<file path="config.mk">
export PLATFORM = sky130hd
export DESIGN_NAME = bomb_sequencer
export DESIGN_NICKNAME = d
export VERILOG_FILES = /design/src/rtl/bomb_pkg.sv /design/src/rtl/tick_prescaler.sv /design/src/rtl/bomb_sequencer.sv
export SDC_FILE = /design/constraint.sdc
export NUM_CORES = 1
export LEC_CHECK = 0
export CORE_ASPECT_RATIO = 0.8
export CORE_MARGIN = 2
export CORE_UTILIZATION = 57
export CTS_CLUSTER_SIZE = 40
export DETAILED_ROUTE_END_ITERATION = 10
export PLACE_DENSITY = 0.86
export SYNTH_ARGS = -nofsm -noshare
export SYNTH_HDL_FRONTEND = slang
export SYNTH_SLANG_ARGS = --single-unit
</file>
<file path="constraint.sdc">
create_clock -name clk -period 2.3 [get_ports clk]
set_input_delay 0.46 -clock clk [delete_from_list [all_inputs] [get_ports clk]]
set_output_delay 0.46 -clock clk [all_outputs]
set_load 0.005 [all_outputs]
</file>
<file path="src/rtl/bomb_pkg.sv">
// Shared types and widths for the bomb detonator game controller.
// State encodings match the 2-bit state output seen by display logic.
package bomb_pkg;

    localparam int SEC_W = 7;
    localparam int IDX_W = 3;
    localparam int ERR_W = 2;
    localparam int KEY_N = 4;

    typedef enum logic [1:0] {
        ST_IDLE      = 2'b00,
        ST_ARMED     = 2'b01,
        ST_DEFUSED   = 2'b10,
        ST_DETONATED = 2'b11
    } state_e;

    // Index of the highest set key bit; only meaningful for one-hot input.
    function automatic logic [1:0] key_index(input logic [KEY_N-1:0] k);
        logic [1:0] idx;
        idx = 2'd0;
        for (int i = 0; i < KEY_N; i++) begin
            if (k[i]) idx = 2'(i);
        end
        return idx;
    endfunction

endpackage

</file>
<file path="src/rtl/tick_prescaler.sv">
// Countdown prescaler: counts 0..CLK_DIV-1 while enabled, held at 0 otherwise.
// tick is high during the terminal-count cycle; the owner registers it.
module tick_prescaler
    import bomb_pkg::*;
#(
    parameter int CLK_DIV = 50_000_000
) (
    input  logic clk,
    input  logic async_reset,
    input  logic clear,
    input  logic enable,
    output logic tick
);

    localparam int CW = (CLK_DIV > 1) ? $clog2(CLK_DIV) : 1;
    localparam logic [CW-1:0] TERM = CW'(CLK_DIV - 1);

    logic [CW-1:0] cnt_q;
    logic [CW-1:0] cnt_d;

    assign tick = enable && (cnt_q == TERM);

    // Next count: wrap at terminal count, park at 0 when idle or cleared.
    always_comb begin
        cnt_d = cnt_q + CW'(1);
        if (clear || !enable || tick) cnt_d = '0;
    end

    // Count register.
    always_ff @(posedge clk or negedge async_reset) begin
        if (!async_reset) cnt_q <= '0;
        else              cnt_q <= cnt_d;
    end

endmodule

</file>
<file path="src/rtl/bomb_sequencer.sv">
// Game controller: arming, seconds countdown, code entry, final outcome.
// Timer expiry beats a simultaneous final digit or error.
module bomb_sequencer
    import bomb_pkg::*;
#(
    parameter int                    CLK_DIV     = 50_000_000,
    parameter int                    COUNT_START = 30,
    parameter int                    CODE_LEN    = 4,
    parameter logic [2*CODE_LEN-1:0] DEFUSE_CODE = 8'b11_10_01_00,
    parameter int                    MAX_ERRORS  = 3
) (
    input  logic             clk,
    input  logic             async_reset,
    input  logic             arm_pulse,
    input  logic [KEY_N-1:0] key_pulse,
    output logic [1:0]       state,
    output logic [SEC_W-1:0] seconds_left,
    output logic [IDX_W-1:0] entry_idx,
    output logic [ERR_W-1:0] error_count,
    output logic             tick
);

    localparam logic [SEC_W-1:0] SEC_START = SEC_W'(COUNT_START);
    localparam logic [IDX_W-1:0] IDX_LAST  = IDX_W'(CODE_LEN - 1);
    localparam logic [ERR_W-1:0] ERR_MAX   = ERR_W'(MAX_ERRORS);

    state_e           state_q, state_d;
    logic [SEC_W-1:0] sec_q, sec_d;
    logic [IDX_W-1:0] idx_q, idx_d;
    logic [ERR_W-1:0] err_q, err_d;
    logic             tick_q, tick_d;

    logic                  pre_tick;
    logic                  arm_clr;
    logic                  good_key;
    logic [ERR_W-1:0]      err_inc;
    logic [2*CODE_LEN-1:0] code_sh;
    logic [1:0]            digit;

    tick_prescaler #(
        .CLK_DIV (CLK_DIV)
    ) u_prescaler (
        .clk         (clk),
        .async_reset (async_reset),
        .clear       (arm_clr),
        .enable      (state_q == ST_ARMED),
        .tick        (pre_tick)
    );

    // Current expected digit and classification of this cycle's key press.
    always_comb begin
        code_sh  = DEFUSE_CODE >> {idx_q, 1'b0};
        digit    = code_sh[1:0];
        good_key = $onehot(key_pulse) && (key_index(key_pulse) == digit);
        err_inc  = (err_q == ERR_MAX) ? err_q : err_q + ERR_W'(1);
    end

    // Next-state and counter updates for the game FSM.
    always_comb begin
        state_d = state_q;
        sec_d   = sec_q;
        idx_d   = idx_q;
        err_d   = err_q;
        tick_d  = 1'b0;
        arm_clr = 1'b0;
        unique case (state_q)
            ST_IDLE: begin
                if (arm_pulse) begin
                    state_d = ST_ARMED;
                    sec_d   = SEC_START;
                    idx_d   = '0;
                    err_d   = '0;
                    arm_clr = 1'b1;
                end
            end
            ST_ARMED: begin
                tick_d = pre_tick;
                if (pre_tick && sec_q != '0) sec_d = sec_q - SEC_W'(1);
                if (key_pulse != '0) begin
                    if (good_key) begin
                        if (idx_q == IDX_LAST) state_d = ST_DEFUSED;
                        else                   idx_d   = idx_q + IDX_W'(1);
                    end else begin
                        idx_d = '0;
                        err_d = err_inc;
                        if (err_inc == ERR_MAX) state_d = ST_DETONATED;
                    end
                end
                if (pre_tick && sec_q == SEC_W'(1)) state_d = ST_DETONATED;
            end
            ST_DEFUSED, ST_DETONATED: begin
                if (arm_pulse) begin
                    state_d = ST_IDLE;
                    sec_d   = SEC_START;
                    idx_d   = '0;
                    err_d   = '0;
                end
            end
            default: state_d = ST_IDLE;
        endcase
    end

    // Registered state and outputs.
    always_ff @(posedge clk or negedge async_reset) begin
        if (!async_reset) begin
            state_q <= ST_IDLE;
            sec_q   <= SEC_START;
            idx_q   <= '0;
            err_q   <= '0;
            tick_q  <= 1'b0;
        end else begin
            state_q <= state_d;
            sec_q   <= sec_d;
            idx_q   <= idx_d;
            err_q   <= err_d;
            tick_q  <= tick_d;
        end
    end

    assign state        = state_q;
    assign seconds_left = sec_q;
    assign entry_idx    = idx_q;
    assign error_count  = err_q;
    assign tick         = tick_q;

endmodule

</file>
Yosys cells after proc, flatten, opt, wreduce, memory -nomap -nowiden
Index checks and enable logic that the tools add are counted.
{"block": "totals", "elab_cells": 77, "in_bits": 7, "mem_bits_rw": 0, "register_bits": 41, "rom_bits": 0, "out_inout_bits": 15, "n_memories": 0, "latchBits": 0}
{"block": "classes", "div": 0, "shift": 1, "eq_ne": 20, "n_addsub": 7, "n_mul": 0, "n_lt_le_gt_ge": 0, "bitwise_logic": 0, "reduce_logical": 16, "muxes": 27}
{"operator": "adder 26 x 1 -> 26 bit (second input constant)", "count": 1}
{"operator": "equality test 26 bit (second input constant)", "count": 1}
{"operator": "two-way mux 26 bit", "count": 1}
{"operator": "two-way mux 2 bit", "count": 12}
{"operator": "two-way mux 7 bit", "count": 2}
{"operator": "case mux 7 bit (2 select lines)", "count": 1}
{"operator": "two-way mux 3 bit", "count": 4}
{"operator": "!= test 2 bit (second input constant)", "count": 5}
{"operator": "equality test 2 bit (second input constant)", "count": 4}
{"operator": "!= test 4 bit (second input constant)", "count": 2}
{"operator": ">> shifter 8 x 4 -> 2 bit (first input constant)", "count": 1}
{"operator": "equality test 7 x 1 -> 1 bit (second input constant)", "count": 1}
{"operator": "nonzero test 7 bit", "count": 1}
{"operator": "subtractor 7 x 1 -> 7 bit (second input constant)", "count": 1}
{"operator": "!= test 3 bit (second input constant)", "count": 2}
{"operator": "case mux 2 bit (3 select lines)", "count": 1}
{"operator": "case mux 3 bit (2 select lines)", "count": 1}
{"operator": "AND reduction 3 bit", "count": 2}
{"operator": "AND reduction 5 bit", "count": 1}
{"operator": "adder 1 x 1 -> 2 bit", "count": 2}
{"operator": "logical AND 1 bit", "count": 4}
{"operator": "two-way mux 1 bit", "count": 4}
{"operator": "case mux 2 bit (2 select lines)", "count": 1}
{"operator": "nonzero test 4 bit", "count": 1}
{"operator": "14 further kinds", "count": 15}

Depth between registers and ports, before layout
Gate-level depths: netlist of run 1.
{"block": "depth", "ltp_word": 9, "ltp_mapped": 9}

By module
A second synthesis of run 1 with hierarchy kept.
{"block": "unflattened", "cells_unflattened": 241, "area_unflattened_um2": 2353.5}
{"module": "tick_prescaler", "seq_area_each_um2": 650.6, "area_per_inst_um2": 1350.0, "cells_each": 143, "n_inst": 1}
{"module": "bomb_sequencer", "seq_area_each_um2": 380.4, "area_per_inst_um2": 1003.5, "cells_each": 98, "n_inst": 1}

Worst setup path before layout of run 1
Ideal clock, no wire load.
{"block": "synth_timing", "path_type": "input to register", "from": "in key_pulse[0]", "to": "reg idx_q[2], in the netlist entry_idx[2]", "cell_stages": 9, "setup_ps": 95, "path_slack_ps": -169, "required_ps": 2205, "arrival_time_ps": 2374, "path_cell_list": "inv_1 fa_1 inv_1 ha_1 ha_1 nor3b_1 o211ai_1 or4_1 o31ai_1"}
{"block": "synth_via", "elab_chain_cells": 7, "word_cells_on_any_way": 11}
{"element": "start: declaration", "line_no": "bomb_sequencer.sv:15", "text": "input logic [KEY_N-1:0] key_pulse,"}
{"element": "adder 1 x 1 -> 2 bit (implied by the code)", "line_no": "bomb_sequencer.sv:54", "text": "good_key = $onehot(key_pulse) && (key_index(key_pulse) == digit);"}
{"element": "adder 2 x 2 -> 3 bit (implied by the code)", "line_no": "bomb_sequencer.sv:54"}
{"element": "equality test 3 x 1 -> 1 bit", "line_no": "bomb_sequencer.sv:54"}
{"element": "logical AND 1 bit", "line_no": "bomb_sequencer.sv:54"}
{"element": "two-way mux 3 bit", "line_no": "bomb_sequencer.sv:80", "text": "if (good_key) begin"}
{"element": "two-way mux 3 bit", "line_no": "bomb_sequencer.sv:79", "text": "if (key_pulse != '0) begin"}
{"element": "case mux 3 bit (2 select lines)", "line_no": "bomb_sequencer.sv:66", "text": "unique case (state_q)"}
{"element": "end signal: assignment", "line_no": "bomb_sequencer.sv:114", "text": "idx_q <= idx_d;"}
{"element": "end: declaration", "line_no": "bomb_sequencer.sv:29", "text": "logic [IDX_W-1:0] idx_q, idx_d;"}
Several ways; a longest one is shown, not always the timed one. The select of a mux whose other input is x is not followed.
A chain may end at the register's enable or synchronous reset.

Final worst setup path of run 1
{"block": "layout_timing", "from": "in key_pulse[0]", "to": "reg idx_q[0], in the netlist entry_idx[0]"}
Same word-level chain as after synthesis.

==> results of run 1 <==
[synthesized netlist by cell type, types with 2 or more instances]
cell	n	area share, %
nor2_1	35	5.6
and2_1	5	1.3
dfrtp_1	37	39
xor2_1	12	4.5
ha_1	9	4.8
dfstp_2	4	4.5
xnor2_1	12	4.5
or4_1	5	1.6
and4_1	3	1.1
nor3_1	6	1.3
inv_1	16	2.6
nor3_2	3	1.3
nand4_1	7	1.9
buf_4	3	0.96
o31ai_1	4	1.3
nor4_1	6	1.6
mux2i_1	7	3.0
nand2b_1	7	1.9
a21oi_1	7	1.5
nand3_1	15	3.2
buf_2	2	0.43
and3_1	7	1.9
clkbuf_1	2	0.32
nand2_1	18	2.9
nand4b_1	3	1.1
[layer usage]
metal | global-route usage, % | vias up
met5 | 0 | -
met4 | 8.02 | 0
met3 | 6.38 | 6
met2 | 39.5 | 36
met1 | 30.8 | 955
li1 | - | 926
[flip-flops by register name, indices dropped and copies added (netlist names)]
signal,cells
entry_idx,3
error_count,2
seconds_left,7
state,2
tick,1
u_prescaler.cnt_q,26
[metrics by stage]
stage	utilization, %	instances	hold slack, ps
after floorplan	-	248	164
after global placement	70.0	328	484
after detailed placement	70.0	328	488
after CTS	72.8	339	303
after global routing	73.4	339	344
final	73.4	339	270
[area by class of cell]
type / instances / share of cell area, %
clock buffer: 5 / 2.42
tap: 55 / 2.42
inverter: 16 / 2.55
sequential: 41 / 36.2
clock inverter: 3 / 0.615
multi-input combinational: 184 / 44.4
timing repair buffer: 35 / 11.4
[placed cells by master (no fill, tap or decap), types with 2 or more instances in the layout]
cell | synthesis | final
ha_1 | 9 | 7
inv_1 | 16 | 13
nand2_1 | 18 | 18
dfstp_2 | 4 | 4
nor4_2 | 1 | 2
nor3_2 | 3 | 3
buf_4 | 3 | 13
buf_2 | 2 | 2
nor2_1 | 35 | 35
and3_1 | 7 | 7
and2_1 | 5 | 5
nand4b_1 | 3 | 3
nand3_1 | 15 | 15
nand4_1 | 7 | 7
clkinv_2 | 0 | 2
xnor2_1 | 12 | 12
nand2b_1 | 7 | 7
nor3_1 | 6 | 6
xor2_1 | 12 | 12
dfrtp_1 | 37 | 37
clkbuf_8 | 0 | 5
clkdlybuf4s50_1 | 0 | 17
a21oi_1 | 7 | 7
and4_1 | 3 | 2
mux2i_1 | 7 | 7
or4_1 | 5 | 4
nor4_1 | 6 | 5
inv_2 | 0 | 2
o31ai_1 | 4 | 3
[worst max-delay path: cells and delay by family]
kind            cells  cell delay, ps
buf+inv             4             340
compound gates      2             220
simple gates        2             610
fa+ha+maj           3             920
[timing repair]
item / 4_1_cts / 5_1_grt
pin swaps: 6 / 3
endpoints found under the setup margin: 7 / 32
buffers inserted: 3 / 0
gates resized for setup: 18 / 5
hold endpoints to repair: 0 / 0
hold buffers: 0 / 0
[cell families after synthesis]
family / after synthesis
simple gates: 128
fa+ha+maj: 10
buf+inv: 23
flops: 41
xor+xnor: 24
compound gates: 15
mux: 7
[power by group]
group | switching [mW] | internal [mW]
Combinational | 0.321 | 0.244
Sequential | 0.0613 | 0.776
Clock | 0.259 | 0.209
[final timing paths]
kind | startpoint | to | depth (start not counted)
max | key_pulse[0] | entry_idx[0] | 11
min | async_reset | u_prescaler.cnt_q[0] | 1
max reg2reg | u_prescaler.cnt_q[0] | u_prescaler.cnt_q[24] | 6
min reg2reg | u_prescaler.cnt_q[0] | u_prescaler.cnt_q[0] | 1
max in group asynchronous | async_reset | u_prescaler.cnt_q[21] | 1
min in group clk | u_prescaler.cnt_q[0] | u_prescaler.cnt_q[0] | 1
==> impl_metrics.json, run 1 <==
{
  "rrSetupSlack_ps": 240,
  "ff_latch_area_um2": 1030,
  "core.rowCount": 20,
  "fin_crit_ps": 2330,
  "placed_area_um2": 2720,
  "root_buffer": "clkbuf_8",
  "nFillCells": 266,
  "synth.distinct_cells": 38,
  "grt_pass1_wl_mm": 8.28,
  "synth_compound_area_share_pct": 4.04,
  "initial_core_util_pct": 60.7,
  "setup_viol": 1,
  "multiInputGateArea_um2": 1260,
  "synth_xor_area_share_pct": 8.93,
  "die_h_um": 61.5,
  "yosys.area_share.simple_pct": 30.4,
  "slowest_stage": "fa_1",
  "ios": 22,
  "finalHoldViolCount": 0,
  "endpoint_kind": "flop",
  "muxShareOfSynthArea_pct": 2.98,
  "syn_nets": 265,
  "synth_ff_type": "dfrtp_1",
  "rsz0062_at_grt": "yes",
  "required_ps": 2510,
  "hold_path.class": "primary input to asynchronous set/reset pin",
  "status": "complete, but fails checks",
  "drive_gt1_share_pct": 16.5,
  "globalplace.congestion": 0.805,
  "routedWlPerCell_um": 14.7,
  "routed.top_layer": "met4",
  "nNetsFinal": 300,
  "finalPower_mw": 1.87,
  "post-route-drc-count": 0,
  "async_reset_ff_share_pct": 100,
  "period_share_pct": 102,
  "first_global_vias": 1908,
  "cp_max_fo": 2,
  "violations": "setup timing",
  "syn2layout_area_growth_pct": 21.0,
  "irDropWorstVdd_mv": 0.415,
  "tightest_slew_ps": 877,
  "met2_length_mm": 2.49,
  "crit_type": "primary input to flop",
  "max_slew_margin_pct": 41.5,
  "vias": 1923,
  "overflow": 0,
  "cp-start-kind": "primary input",
  "antenna_left": 0,
  "clock_path_buffers": 2,
  "grt_max_degree": 42,
  "cap_violations": 0,
  "viasPerCell": 5.67,
  "die-area_um2": 4660,
  "synth_cells": 248,
  "synth_top_family_by_area": "simple AND/OR/NAND/NOR gates",
  "dp_hpwl_mm": 3.64,
  "postSynthAreaPerCell_um2": 9.49,
  "grt_usage_pct": 23.9,
  "p_per_area_nw_per_um2": 657,
  "fmax_mhz": 428,
  "synthesis.area_um2": 2350,
  "insertion_delay_ps": 300,
  "clkTransAtPathRegs_ps": 80,
  "finish.instance_area_um2": 2850,
  "fin_setup_tns_ps": -34.9,
  "synth_warnings": 0,
  "dr_wl_met3_um": 232,
  "die_x_um": 75.8,
  "antenna_cells": 0,
  "routed_wirelength_mm": 5.00,
  "post-place-ws_ps": -816,
  "cts_tree": "done",
  "setup_slack_ps": -34.9,
  "htreeDepth": 2,
  "cts_num_sinks": 41,
  "p_leak_nw": 1.26,
  "crit_path_max_incr_delay_ps": 520,
  "drt_first_pass_iters": 4,
  "crit_chain": "buf_8 > inv_12 > fa_1 > inv_1 > ha_2 > ha_4 > nor3b_4 > o211ai_1 > buf_4 > or4_4 > o31ai_2",
  "port_buffers": 21,
  "synth-seq-cells": 41,
  "synthAdderAreaFrac_pct": 5.64,
  "wl_met1_mm": 2.23,
  "numCtsBuffers": 5,
  "synth_edf_count": 0,
  "ys_seq_area_share_pct": 43.8,
  "arrival_ps": 2540,
  "design.core.area_um2": 3880,
  "slew_violations": 0,
  "finClkSkew_ps": 5.19,
  "first_iter_violations": 120,
  "antenna_found_initial": 0
}
(Power assumes the default switching activity.)
==> run 2: changes to the inputs <==
Settings changed: SETUP_SLACK_MARGIN set to 0.15.
==> run 2 against run 1 <==
The run still ends with setup timing left. Wire length is 4.3% higher. Sequential share of layout area decreased by 1.0 points. Worst setup slack improved by 4.6 ps. Final cell count increased by 0.29%. First-iteration DRC count grew 20%. Register-to-register slack improved by 50 ps. Maximum frequency rose by 0.20%. Final area increased by 2.9%. Critical path type unchanged. Largest power group unchanged. Highest routed layer unchanged.
==> impl_metrics.json, run 2 (same netlist as run 1, synthesis figures left out) <==
{
  "status": "complete, but fails checks",
  "violations": "setup timing",
  "required_ps": 2510,
  "grt_max_degree": 42,
  "dp.cells": 328,
  "post-route-drc-count": 0,
  "grt_pass1_wl_mm": 8.34,
  "setup_slack_ps": -30.3,
  "p_per_area_nw_per_um2": 660,
  "grt_usage_pct": 24.2,
  "htreeDepth": 2,
  "placed_area_um2": 2720,
  "design.core.area_um2": 3880,
  "clock_path_buffers": 2,
  "period_share_pct": 101,
  "first_global_vias": 1907,
  "cap_violations": 0,
  "viasPerCell": 5.64,
  "endpoint_kind": "flop",
  "max_slew_margin_pct": 42.6,
  "tightest_slew_ps": 862,
  "hold_buffers": 0,
  "cts_tree": "done",
  "numCtsBuffers": 5,
  "largest_reg_flops": 26,
  "globalplace.congestion": 0.805,
  "insertion_delay_ps": 300,
  "routedWlPerCell_um": 15.3,
  "first_iter_violations": 144,
  "p_leak_nw": 1.29,
  "setup_viol": 1,
  "hold_ws_ps": 261,
  "die-area_um2": 4660,
  "rsz0062_at_grt": "yes",
  "root_buffer": "clkbuf_8",
  "nNetsFinal": 301,
  "fin_cells": 340,
  "syn2layout_area_growth_pct": 24.5,
  "regMostFlops": "u_prescaler.cnt_q",
  "finish.instance_area_um2": 2930,
  "post-place-ws_ps": -816,
  "utilization_pct": 75.5,
  "vias": 1917,
  "ff_latch_area_um2": 1030,
  "die_h_um": 61.5,
  "crit_type": "primary input to flop",
  "fmax_mhz": 429,
  "clkTransAtPathRegs_ps": 80,
  "cp_max_fo": 2,
  "finalPower_mw": 1.94,
  "layout.cells.most_common": "dfrtp_1",
  "cp-start-kind": "primary input",
  "antenna_found_initial": 0,
  "fin_setup_tns_ps": -30.3,
  "initial_core_util_pct": 60.7,
  "finClkSkew_ps": 5.51,
  "hold_path.class": "primary input to asynchronous set/reset pin",
  "antenna_left": 0,
  "multiInputGateArea_um2": 1340,
  "port_buffers": 21,
  "slew_violations": 0,
  "cts_num_sinks": 41,
  "fin_crit_ps": 2330,
  "drive_gt1_share_pct": 20.4,
  "ios": 22,
  "nFillCells": 250,
  "drt_first_pass_iters": 4,
  "antenna_cells": 0,
  "dp_hpwl_mm": 3.64,
  "die_x_um": 75.8,
  "overflow": 0,
  "final_cell_mix": "dfrtp_1, nor2_1, nand2_1",
  "routed_wirelength_mm": 5.21,
  "finalHoldViolCount": 0,
  "core.rowCount": 20,
  "irDropWorstVdd_mv": 0.423,
  "arrival_ps": 2540
}
## run 2: cell types whose count changed in the layout (fill, tap and decap cells not counted), moves of 2 or more
| cell | before | now |
|---|---|---|
| or4_1 | 4 | 2 |
| or4_4 | 1 | 3 |
| a21oi_4 | 0 | 2 |
| nand3_1 | 15 | 13 |
| nand3_2 | 0 | 2 |
| a21oi_1 | 7 | 4 |
## run 2: final timing paths
kind	from	to	slack (ps)	cells past startpoint
hold / removal	async_reset	seconds_left[0]	260	1
min in group clk	u_prescaler.cnt_q[0]	u_prescaler.cnt_q[0]	490	1
setup / recovery	key_pulse[0]	entry_idx[0]	-30	11
setup reg to reg	u_prescaler.cnt_q[0]	u_prescaler.cnt_q[7]	290	7
hold reg to reg	u_prescaler.cnt_q[0]	u_prescaler.cnt_q[0]	490	1
max in group asynchronous	async_reset	u_prescaler.cnt_q[23]	1500	1
## run 2: layout make-up
cell class	count	share of cell area (%)
well taps	55	2.35
inverters	16	2.48
repair buffers	36	11.4
flip-flops and latches	41	35.2
clock buffers	5	2.35
clock inverters	3	0.598
multi-input cells	184	45.6
## run 2: critical path, cell delays in order
cell and delay [ps]:
buf_8 90, inv_12 30, fa_1 520, inv_1 50
ha_2 180, ha_4 220, nor3b_4 180, o211ai_1 140
buf_4 170, or4_4 420, o31ai_2 80
## run 2: layer usage
metal | share of wire [%] | vias up | GRT usage [%]
met1 | 44 | 942 | 31.4
met3 | 3.1 | 10 | 6.38
met2 | 51 | 36 | 39.2
met4 | 1.7 | 0 | 9.27
met5 | 0 | - | 0
li1 | - | 929 | -
## run 2: where the power goes
group	switching [mW]	total [mW]	leakage [nW]	internal (mW)
sequential	0.0729	0.848	0.548	0.775
combinational	0.349	0.619	0.696	0.270
clock	0.259	0.468	0.0439	0.209
## run 2: repair_timing
item	4_1_cts	5_1_grt
setup endpoints to repair	34	34
gates resized for setup	23	15
pin swaps	8	6
buffers inserted	3	1
gates cloned	0	0
endpoints found under the hold margin	0	0
==> run 3: changes to the inputs <==
Settings changed: CORE_MARGIN 2 to unset.
==> run 3 against run 2 <==
The run now ends clean. Final cell count up 0.29%. Non-clock buffer count up 1. Flip-flop and latch count unchanged. Sequential share of layout area up 0.30 points. Critical path depth down 1. Utilization down 0.65 points. Die area down 5.8%. Clock skew up 6.6 ps. Maximum frequency up 3.0%. Final area down 0.85%.
==> impl_metrics.json, run 3 (same netlist as run 1, synthesis figures left out) <==
{
  "drt_first_pass_iters": 4,
  "max_slew_margin_pct": 64.6,
  "dp.cells": 330,
  "r2r-start": "u_prescaler.cnt_q[0]",
  "crit_type": "primary input to flop",
  "hold_ws_ps": 111,
  "slowest_stage": "fa_1",
  "slew_violations": 0,
  "hold_path.class": "primary input to asynchronous set/reset pin",
  "design.core.area_um2": 3880,
  "crit_path_max_incr_delay_ps": 520,
  "layout.cells.most_common": "dfrtp_1",
  "clock_path_buffers": 2,
  "fin_setup_tns_ps": 0,
  "cts_tree": "done",
  "globalplace.congestion": 0.777,
  "arrival_ps": 2450,
  "irDropWorstVdd_mv": 0.781,
  "crit_chain": "buf_8 > inv_12 > fa_1 > inv_1 > ha_2 > ha_4 > nor3b_4 > o211ai_1 > or4_1 > o31ai_1",
  "required_ps": 2490,
  "vias": 1917,
  "post-place-ws_ps": -850,
  "initial_core_util_pct": 60.7,
  "overflow": 0,
  "status": "finished clean",
  "antenna_cells": 0,
  "port_buffers": 21,
  "routed_wirelength_mm": 5.27,
  "numCtsBuffers": 5,
  "antenna_left": 0,
  "rsz0062_at_grt": "yes",
  "fin_crit_ps": 2260,
  "grt_max_degree": 26,
  "root_buffer": "clkbuf_8",
  "fin_cells": 341,
  "cts_num_sinks": 41,
  "final_cell_mix": "dfrtp_1, nor2_1, nand2_1",
  "drive_gt1_share_pct": 17.8,
  "first_iter_violations": 109,
  "die-area_um2": 4390,
  "core.rowCount": 20,
  "finalHoldViolCount": 0,
  "die_x_um": 73.8,
  "syn2layout_area_growth_pct": 23.4,
  "rr_endpoint": "u_prescaler.cnt_q[10]",
  "nFillCells": 278,
  "clkTransAtPathRegs_ps": 80,
  "rrSetupSlack_ps": 350,
  "setup_slack_ps": 36.7,
  "reg2regPathDepth": 7,
  "grt_pass1_wl_mm": 8.26,
  "nNetsFinal": 302,
  "dp_hpwl_mm": 3.73,
  "tightest_slew_ps": 531,
  "period_share_pct": 98.4,
  "p_per_area_nw_per_um2": 696,
  "setup_viol": 0,
  "routedWlPerCell_um": 15.5,
  "antenna_found_initial": 0,
  "die_h_um": 59.5,
  "fmax_mhz": 442,
  "hold_buffers": 0,
  "finClkSkew_ps": 12.1,
  "largest_reg_flops": 26,
  "ios": 22,
  "regMostFlops": "u_prescaler.cnt_q",
  "cp-start-kind": "primary input",
  "p_leak_nw": 1.28,
  "grt_usage_pct": 25.5,
  "cap_violations": 0,
  "cp_max_fo": 3,
  "first_global_vias": 1828,
  "post-route-drc-count": 0,
  "endpoint_kind": "flop",
  "htreeDepth": 2,
  "viasPerCell": 5.62,
  "insertion_delay_ps": 290
}
-- run 3: layout make-up --
type                       instances  area (um^2)  share of cell area (%)
timing repair buffer              37          337                    11.6
clock buffer                       7         86.3                    2.97
tap                               55         68.8                    2.37
multi-input combinational        184         1280                    44.1
sequential                        41         1030                    35.5
clock inverter                     1         30.0                    1.03
inverter                          16         72.6                    2.50
-- run 3: routing by layer --
metal | GRT usage [%] | part of all wire (%) | vias up | routed length [um]
met5 | 0 | 0 | - | 0
met4 | 7.14 | 0.64 | 0 | 34
met3 | 5.10 | 3.1 | 5 | 164
met2 | 43.3 | 50 | 37 | 2640
met1 | 33.3 | 46 | 944 | 2430
li1 | - | - | 931 | -
-- run 3: through the flow --
stage,util [%],power [mW],cell area (um^2)
2_1_floorplan,-,1.16,2390
3_3_place_gp,70.4,1.37,2730
3_5_place_dp,70.4,1.40,2730
4_1_cts,74.1,2.02,2870
5_1_grt,74.9,2.12,2910
6_report,74.9,2.02,2910
-- run 3: critical path, delay by kind of cell --
| kind | cells | cell delay [ps] |
|---|---|---|
| simple gates | 2 | 640 |
| compound gates | 2 | 260 |
| buf+inv | 3 | 160 |
| fa+ha+maj | 3 | 920 |
-- run 3: how the worst max path moves through the flow --
| stage | start | endpoint | slack [ps] | cells past startpoint |
|---|---|---|---|---|
| 6_report | key_pulse[0] | entry_idx[0] | 40 | 10 |
| 5_1_grt | key_pulse[0] | entry_idx[0] | -9 | 10 |
| 4_1_cts | key_pulse[0] | entry_idx[0] | 60 | 10 |
| 3_5_place_dp | key_pulse[0] | entry_idx[0] | -850 | 10 |
| 3_3_place_gp | key_pulse[0] | entry_idx[0] | -710 | 10 |
| 2_1_floorplan | key_pulse[0] | entry_idx[0] | -70 | 9 |
-- run 3: timing repair --
item                                    in CTS  in global routing
setup buffers                                2                  1
endpoints found under the setup margin       7                 34
gates resized for setup                     21                  6
pin swaps                                    6                  0
-- run 3: report_power, final --
part           switching [mW]  internal (mW)  leakage [nW]
Combinational           0.333          0.248         0.678
Clock                   0.244          0.354        0.0585
Sequential             0.0674          0.776         0.548
Total                   0.645           1.38          1.28
